===== config.mk =====
export PLATFORM = sky130hd
export DESIGN_NAME = led_pattern_gen
export DESIGN_NICKNAME = d
export VERILOG_FILES = /design/src/rtl/led_pattern_gen.sv
export SDC_FILE = /design/constraint.sdc
export NUM_CORES = 1
export LEC_CHECK = 0
export ABC_AREA = 1
export CAP_MARGIN = 20
export CORE_MARGIN = 2
export CORE_UTILIZATION = 45
export DETAILED_ROUTE_END_ITERATION = 12
export RECOVER_POWER = 50
export SLEW_MARGIN = 20
export SYNTH_ARGS = -nofsm -noshare
export SYNTH_HDL_FRONTEND = slang
export SYNTH_SLANG_ARGS = --single-unit

===== constraint.sdc =====
create_clock -name clk -period 4.8 [get_ports clk]
set_clock_uncertainty 0.1 [all_clocks]
set_input_delay 1.2 -clock clk [delete_from_list [all_inputs] [get_ports clk]]
set_output_delay 1.2 -clock clk [all_outputs]
set_load 0.01 [all_outputs]

===== src/rtl/led_pattern_gen.sv =====
// ---------------------------------------------------------------------------
// led_pattern_gen
// Multi-channel LED pattern generator. A shared prescaler produces a tick
// every PRESCALE clocks. Each channel has its own mode (OFF/ON/BLINK/BREATHE),
// a period in ticks and a tick counter. All LED outputs come straight from
// flops.
//
// Build option:
//   LED_BREATHE_EN  defined   -> BREATHE mode uses a free-running PWM counter
//                                 and a per-channel triangle-wave duty.
//                   undefined -> no PWM logic; mode 3 behaves as BLINK.
// ---------------------------------------------------------------------------
module led_pattern_gen #(
  parameter int unsigned N_LED          = 2,
  parameter int unsigned PRESCALE       = 50000,
  parameter int unsigned PWM_BITS       = 4,
  parameter logic [7:0]  DEFAULT_PERIOD = 8'd100
) (
  input  logic             clk,
  input  logic             resetN,
  input  logic             i_en,
  input  logic             i_wr_en,
  input  logic [3:0]       i_wr_chan,
  input  logic [1:0]       i_wr_mode,
  input  logic [7:0]       i_wr_period,
  output logic [N_LED-1:0] o_LED,
  output logic             o_wr_ack,
  output logic             o_wr_err
);

  typedef enum logic [1:0] {
    MODE_OFF     = 2'd0,
    MODE_ON      = 2'd1,
    MODE_BLINK   = 2'd2,
    MODE_BREATHE = 2'd3
  } mode_t;

  localparam int unsigned     PS_W    = $clog2(PRESCALE);
  localparam logic [PS_W-1:0] PS_LAST = PS_W'(PRESCALE - 1);
  // A zero period is stored as 1 so the wrap compare never underflows.
  localparam logic [7:0]      DEF_PER = (DEFAULT_PERIOD == 8'd0) ? 8'd1 : DEFAULT_PERIOD;

  logic [PS_W-1:0]  r_presc;
  mode_t            r_mode   [N_LED];
  logic [7:0]       r_period [N_LED];
  logic [7:0]       r_cnt    [N_LED];
  logic [N_LED-1:0] r_level;
  logic [N_LED-1:0] r_led;
  logic             r_ack;
  logic             r_err;

  logic             w_tick;
  logic [N_LED-1:0] w_wr_hit;
  logic             w_wr_any;
  logic [N_LED-1:0] w_step;
  logic [N_LED-1:0] w_pat;
  logic [7:0]       w_wr_period;
  mode_t            w_wr_mode;

`ifdef LED_BREATHE_EN
  localparam logic [PWM_BITS-1:0] DUTY_MAX = {PWM_BITS{1'b1}};

  logic [PWM_BITS-1:0] r_pwm;
  logic [PWM_BITS-1:0] r_duty [N_LED];
  logic [N_LED-1:0]    r_up;
`else
  // PWM width has no effect when breathe support is left out.
  localparam int unsigned unused_pwm_bits = PWM_BITS;
`endif

  // Modes whose period wrap toggles the blink level.
  function automatic logic toggles_level(input mode_t m);
`ifdef LED_BREATHE_EN
    return (m == MODE_BLINK);
`else
    return (m == MODE_BLINK) || (m == MODE_BREATHE);
`endif
  endfunction

  // Tick, write decode and per-channel period-wrap detection.
  always_comb begin
    // NOTE: every signal gets a default before any conditional logic, so no
    // path leaves it unassigned and no latch is inferred.
    w_tick      = i_en && (r_presc == PS_LAST);
    w_wr_mode   = mode_t'(i_wr_mode);
    w_wr_period = (i_wr_period == 8'd0) ? 8'd1 : i_wr_period;
    w_wr_hit    = '0;
    w_step      = '0;
    for (int n = 0; n < N_LED; n++) begin
      w_wr_hit[n] = i_wr_en && (i_wr_chan == 4'(n));
      // A write on the same edge wins: that channel ignores the tick.
      w_step[n]   = w_tick && !w_wr_hit[n] && (r_cnt[n] >= r_period[n] - 8'd1);
    end
    w_wr_any = |w_wr_hit;
  end

  // Prescaler: counts 0..PRESCALE-1 while enabled, held at 0 otherwise.
  always_ff @(posedge clk or negedge resetN) begin
    // NOTE: clocked state uses non-blocking (<=) so every flop in the design
    // sees pre-edge values regardless of block ordering.
    if (!resetN) begin
      r_presc <= '0;
    end else if (!i_en || w_tick) begin
      r_presc <= '0;
    end else begin
      r_presc <= r_presc + 1'b1;
    end
  end

  // Write handshake: ack for an existing channel, error otherwise.
  always_ff @(posedge clk or negedge resetN) begin
    if (!resetN) begin
      r_ack <= 1'b0;
      r_err <= 1'b0;
    end else begin
      r_ack <= w_wr_any;
      r_err <= i_wr_en && !w_wr_any;
    end
  end

  // Channel configuration and tick counters.
  always_ff @(posedge clk or negedge resetN) begin
    // NOTE: these per-channel arrays are small flop banks, not RAM, so they
    // take the asynchronous reset like any other register.
    if (!resetN) begin
      for (int n = 0; n < N_LED; n++) begin
        r_mode[n]   <= MODE_BLINK;
        r_period[n] <= DEF_PER;
        r_cnt[n]    <= '0;
      end
    end else begin
      for (int n = 0; n < N_LED; n++) begin
        if (w_wr_hit[n]) begin
          r_mode[n]   <= w_wr_mode;
          r_period[n] <= w_wr_period;
          r_cnt[n]    <= '0;
        end else if (w_tick) begin
          r_cnt[n]    <= w_step[n] ? 8'd0 : r_cnt[n] + 8'd1;
        end
      end
    end
  end

  // Blink level: toggles once per period in blinking modes.
  always_ff @(posedge clk or negedge resetN) begin
    if (!resetN) begin
      r_level <= '0;
    end else begin
      for (int n = 0; n < N_LED; n++) begin
        if (w_step[n] && toggles_level(r_mode[n])) begin
          r_level[n] <= ~r_level[n];
        end
      end
    end
  end

`ifdef LED_BREATHE_EN
  // Free-running PWM counter, advances on every enabled clock.
  always_ff @(posedge clk or negedge resetN) begin
    if (!resetN) begin
      r_pwm <= '0;
    end else if (i_en) begin
      r_pwm <= r_pwm + 1'b1;
    end
  end

  // Triangle-wave duty: bounces between 0 and DUTY_MAX, ends not repeated.
  always_ff @(posedge clk or negedge resetN) begin
    if (!resetN) begin
      r_up <= '1;
      for (int n = 0; n < N_LED; n++) begin
        r_duty[n] <= '0;
      end
    end else begin
      for (int n = 0; n < N_LED; n++) begin
        if (w_step[n] && (r_mode[n] == MODE_BREATHE)) begin
          if (r_up[n]) begin
            if (r_duty[n] == DUTY_MAX) begin
              r_duty[n] <= r_duty[n] - 1'b1;
              r_up[n]   <= 1'b0;
            end else begin
              r_duty[n] <= r_duty[n] + 1'b1;
            end
          end else begin
            if (r_duty[n] == '0) begin
              r_duty[n] <= r_duty[n] + 1'b1;
              r_up[n]   <= 1'b1;
            end else begin
              r_duty[n] <= r_duty[n] - 1'b1;
            end
          end
        end
      end
    end
  end
`endif

  // Per-channel pattern from the current mode and state.
  always_comb begin
    w_pat = '0;
    for (int n = 0; n < N_LED; n++) begin
      unique case (r_mode[n])
        MODE_OFF:     w_pat[n] = 1'b0;
        MODE_ON:      w_pat[n] = 1'b1;
        MODE_BLINK:   w_pat[n] = r_level[n];
`ifdef LED_BREATHE_EN
        MODE_BREATHE: w_pat[n] = (r_pwm < r_duty[n]);
`else
        MODE_BREATHE: w_pat[n] = r_level[n];
`endif
      endcase
    end
  end

  // Registered LED drive, blanked while disabled.
  always_ff @(posedge clk or negedge resetN) begin
    if (!resetN) begin
      r_led <= '0;
    end else begin
      r_led <= i_en ? w_pat : '0;
    end
  end

  assign o_LED    = r_led;
  assign o_wr_ack = r_ack;
  assign o_wr_err = r_err;

endmodule


==> results by group <==
Route
  • DRT Pass-1 Iters: 4
  • Final wirelength: about 6700 um
  • DR WL/cell: between 10 and 15 um
  • Post-detailed-route via-to-cell ratio: between 4 and 5
  • Vias post-DR: 2,655
  • 1st-iter DRT viols: 95
  • Post-DRT Antenna Nets: 0
  • Residual DRC: 0

Power
  • Worst IR Drop VDD: about 0.20 mV
  • P_int: between 0.001 and 0.0015 W
  • P_leak: 1.92 nW
  • Clk pwr share: 40.6%
  • Net Sw Frac: 27.0%
  • Register share of total power: around 41%
  • Pwr/cell area: 354 nW/um^2
  • Combinational power share: a little under a fifth
  • Total power: ~0.0014 W
  • Net switching power figure: between 0.0003 and 0.0004 W

Synthesis
  • Post-synthesis cell count: between 400 and 500
  • Seq cells post-synth: 58
  • Post-synth cell types: 31
  • Sequential area share after synthesis: between 40% and 50%
  • Mapped Area: around 3400 um^2
  • Synth warnings: 0
  • Avg Inst Size Synth: 8.21 um^2
  • Post-Syn Nets: 453

Setup path
  • Bufs and invs on worst path: 3
  • Worst Path Arrival: 3370 ps
  • CP max stage delay: between 600 and 700 ps
  • Reg2Reg Depth: 12
  • Crit path kind: input pin to flip-flop
  • CP cell instances: dlygate4sd3_1, nor2_1, nand2_1, nor3_2, inv_1, nand2_1, inv_2, nand2_1, nand2_1
  • CP Capture Type: flip-flop
  • Crit-path slowest cell: nor3_2
  • Cell family with most CP delay: simple AND/OR/NAND/NOR gates
  • Crit path max fanout: 13
  • Critical Path Start Type: input pin
  • Most common cell on crit path: nand2_1
  • Critical path depth: 9
  • CP required: about 4900 ps

Die
  • Die Area: around 8300 um^2
  • Die Span X: slightly above 90 um
  • Std-Cell Core Area: roughly 7300 um^2
  • Ports: 22
  • Initial Utilization: between 40% and 50%
  • Placement Rows: 31
  • Die H: just over 90 um

Worst hold path
  • Hold path depth: 1
  • Hold crit path type: flip-flop to flip-flop

STA
  • Final setup violating endpoints: 0
  • Max_slew headroom: a little under half
  • Unrepaired setup endpoints after global routing: no
  • Pins Over Slew Limit: 0
  • Fin Setup TNS: 0 ps
  • Fin crit period: 3250 ps
  • Crit share post-route: 67.6%
  • Max frequency: just over 300 MHz
  • Hold Violations, Final: 0
  • Worst setup margin: between 1500 and 2000 ps
  • Slew @ Worst Pin: between 800 and 900 ps

Global routing
  • Total GRT Usage: 17.9%
  • Vias in the first global route: approximately 2,600
  • Initial antenna violation count: 0
  • GR Overflow Total: 0
  • First-pass GRT wire length: ~12,000 um
  • Pin count of the biggest net entering global routing: around 60

Clock network
  • Clk sinks: 58
  • Clk buf depth: 2
  • Hold buffer count at cts: 0
  • Clock transition at path regs: 70 ps
  • CTS tree: done
  • Setup bufs post-CTS: 0
  • Resized Gates After CTS: 0
  • Clock Latency Late Sink: 330 ps
  • CTS Root Cell: clkbuf_8
  • Number of CTS-inserted buffers: 9
  • H-tree depth: 3

Cells and area
  • Layout Cells excl Fill: about 550
  • Layout overhead on the synthesized area: 16.8%
  • FILL cells: 704
  • Layout cells sized above 1: ~11%
  • Final #Nets: a little under 500
  • Antenna cells: 0

Place
  • Global placement routability congestion: ~0.8
  • Detailed placement HPWL: ~5000 um
  • Dpl ws: about 1300 ps
  • IO Port Bufs: 21
  • Placed cells: ~530

Job
  • Maxcap violations: 0

Outcome
  • Status: finished, final reports clean
per-stage QoR:
| step | instance area [um^2] | hold slack [ps] | util, % |
|---|---|---|---|
| floorplan | 3400 | 333 | - |
| detailed placement | 3720 | 358 | 51.0 |
| CTS | 3970 | 374 | 54.4 |
| global route | 3970 | 395 | 54.4 |
| global placement | 3720 | 352 | 51.0 |
| finish | 3970 | 367 | 54.4 |
layer usage:
metal | vias to the layer above | global-route usage [%] | share of wire (%)
met4 | 0 | 6.44 | 1.4
met1 | 1237 | 23.2 | 49
met5 | - | 0 | 0
met2 | 13 | 29.9 | 48
li1 | 1395 | - | -
met3 | 10 | 3.26 | 1.5
cells by family after synthesis:
family                   synth area share [%]
flip-flops                               43.0
buffers and inverters                    6.44
XOR/XNOR                                 6.70
adder cells (fa/ha/maj)                  7.73
AO/OA/AOI/OAI                            6.52
AND/OR/NAND/NOR                          29.6
Yosys cell counts, drive strengths merged:
cell type | number | area share, %
a21o | 2 | 0.44
a21oi | 13 | 1.9
a31oi | 1 | 0.18
and3 | 1 | 0.18
buf | 2 | 0.37
clkbuf | 1 | 0.11
clkinv | 1 | 0.11
dfrtp | 50 | 37
dfstp | 8 | 6.2
ha | 21 | 7.7
inv | 53 | 5.9
nand2 | 110 | 13
nand3 | 28 | 4.6
nand3b | 9 | 2.0
nand4 | 5 | 0.92
nor2 | 37 | 6.4
nor3 | 18 | 2.8
nor4 | 1 | 0.18
o21ai | 27 | 4.0
xnor2 | 8 | 2.1
xor2 | 18 | 4.6
registers in the layout (all words and copies together), names as in the netlist:
register and flops:
r_cnt 16, r_period 16, r_presc 16, r_mode 4, o_LED 2, r_level 2, o_wr_ack 1, o_wr_err 1
worst paths after layout:
path,start,to,slack (ps)
setup reg to reg,r_period[9],r_cnt[8],2330
max in group asynchronous,resetN,r_period[12],3220
min in group asynchronous,resetN,r_presc[9],900
hold reg to reg,r_presc[0],r_presc[0],370
setup / recovery,i_wr_chan[3],r_cnt[13],1550
hold / removal,r_presc[0],r_presc[0],370
power groups by stage:
stage | clock, W | combinational (W) | sequential [W]
floorplan | 0 | 0.000182 | 0.000582
finish | 0.000570 | 0.000254 | 0.000581
CTS | 0.000581 | 0.000261 | 0.000581
global route | 0.000602 | 0.000301 | 0.000587
global placement | 0 | 0.000250 | 0.000588
detailed placement | 0 | 0.000259 | 0.000589
placed cells by master, fill, tap and decap left out, drive strengths merged, types with 9 or more instances in the layout:
| cell | n |
|---|---|
| nor3 | 18 |
| ha | 21 |
| nand3b | 9 |
| a21oi | 13 |
| clkbuf | 11 |
| nand2 | 110 |
| nand3 | 28 |
| nor2 | 37 |
| dfrtp | 50 |
| o21ai | 27 |
| inv | 53 |
| clkdlybuf4s50 | 18 |
| xor2 | 18 |
layout make-up:
type	instances	area (um^2)	share of cell area (%)
clock buffers	11	151	3.81
well taps	99	124	3.12
flip-flops and latches	58	1460	36.8
multi-input cells	299	1720	43.3
inverters	54	203	5.11
repair buffers	22	213	5.36
clock inverters	5	100	2.52
(Power assumes the default switching activity.)
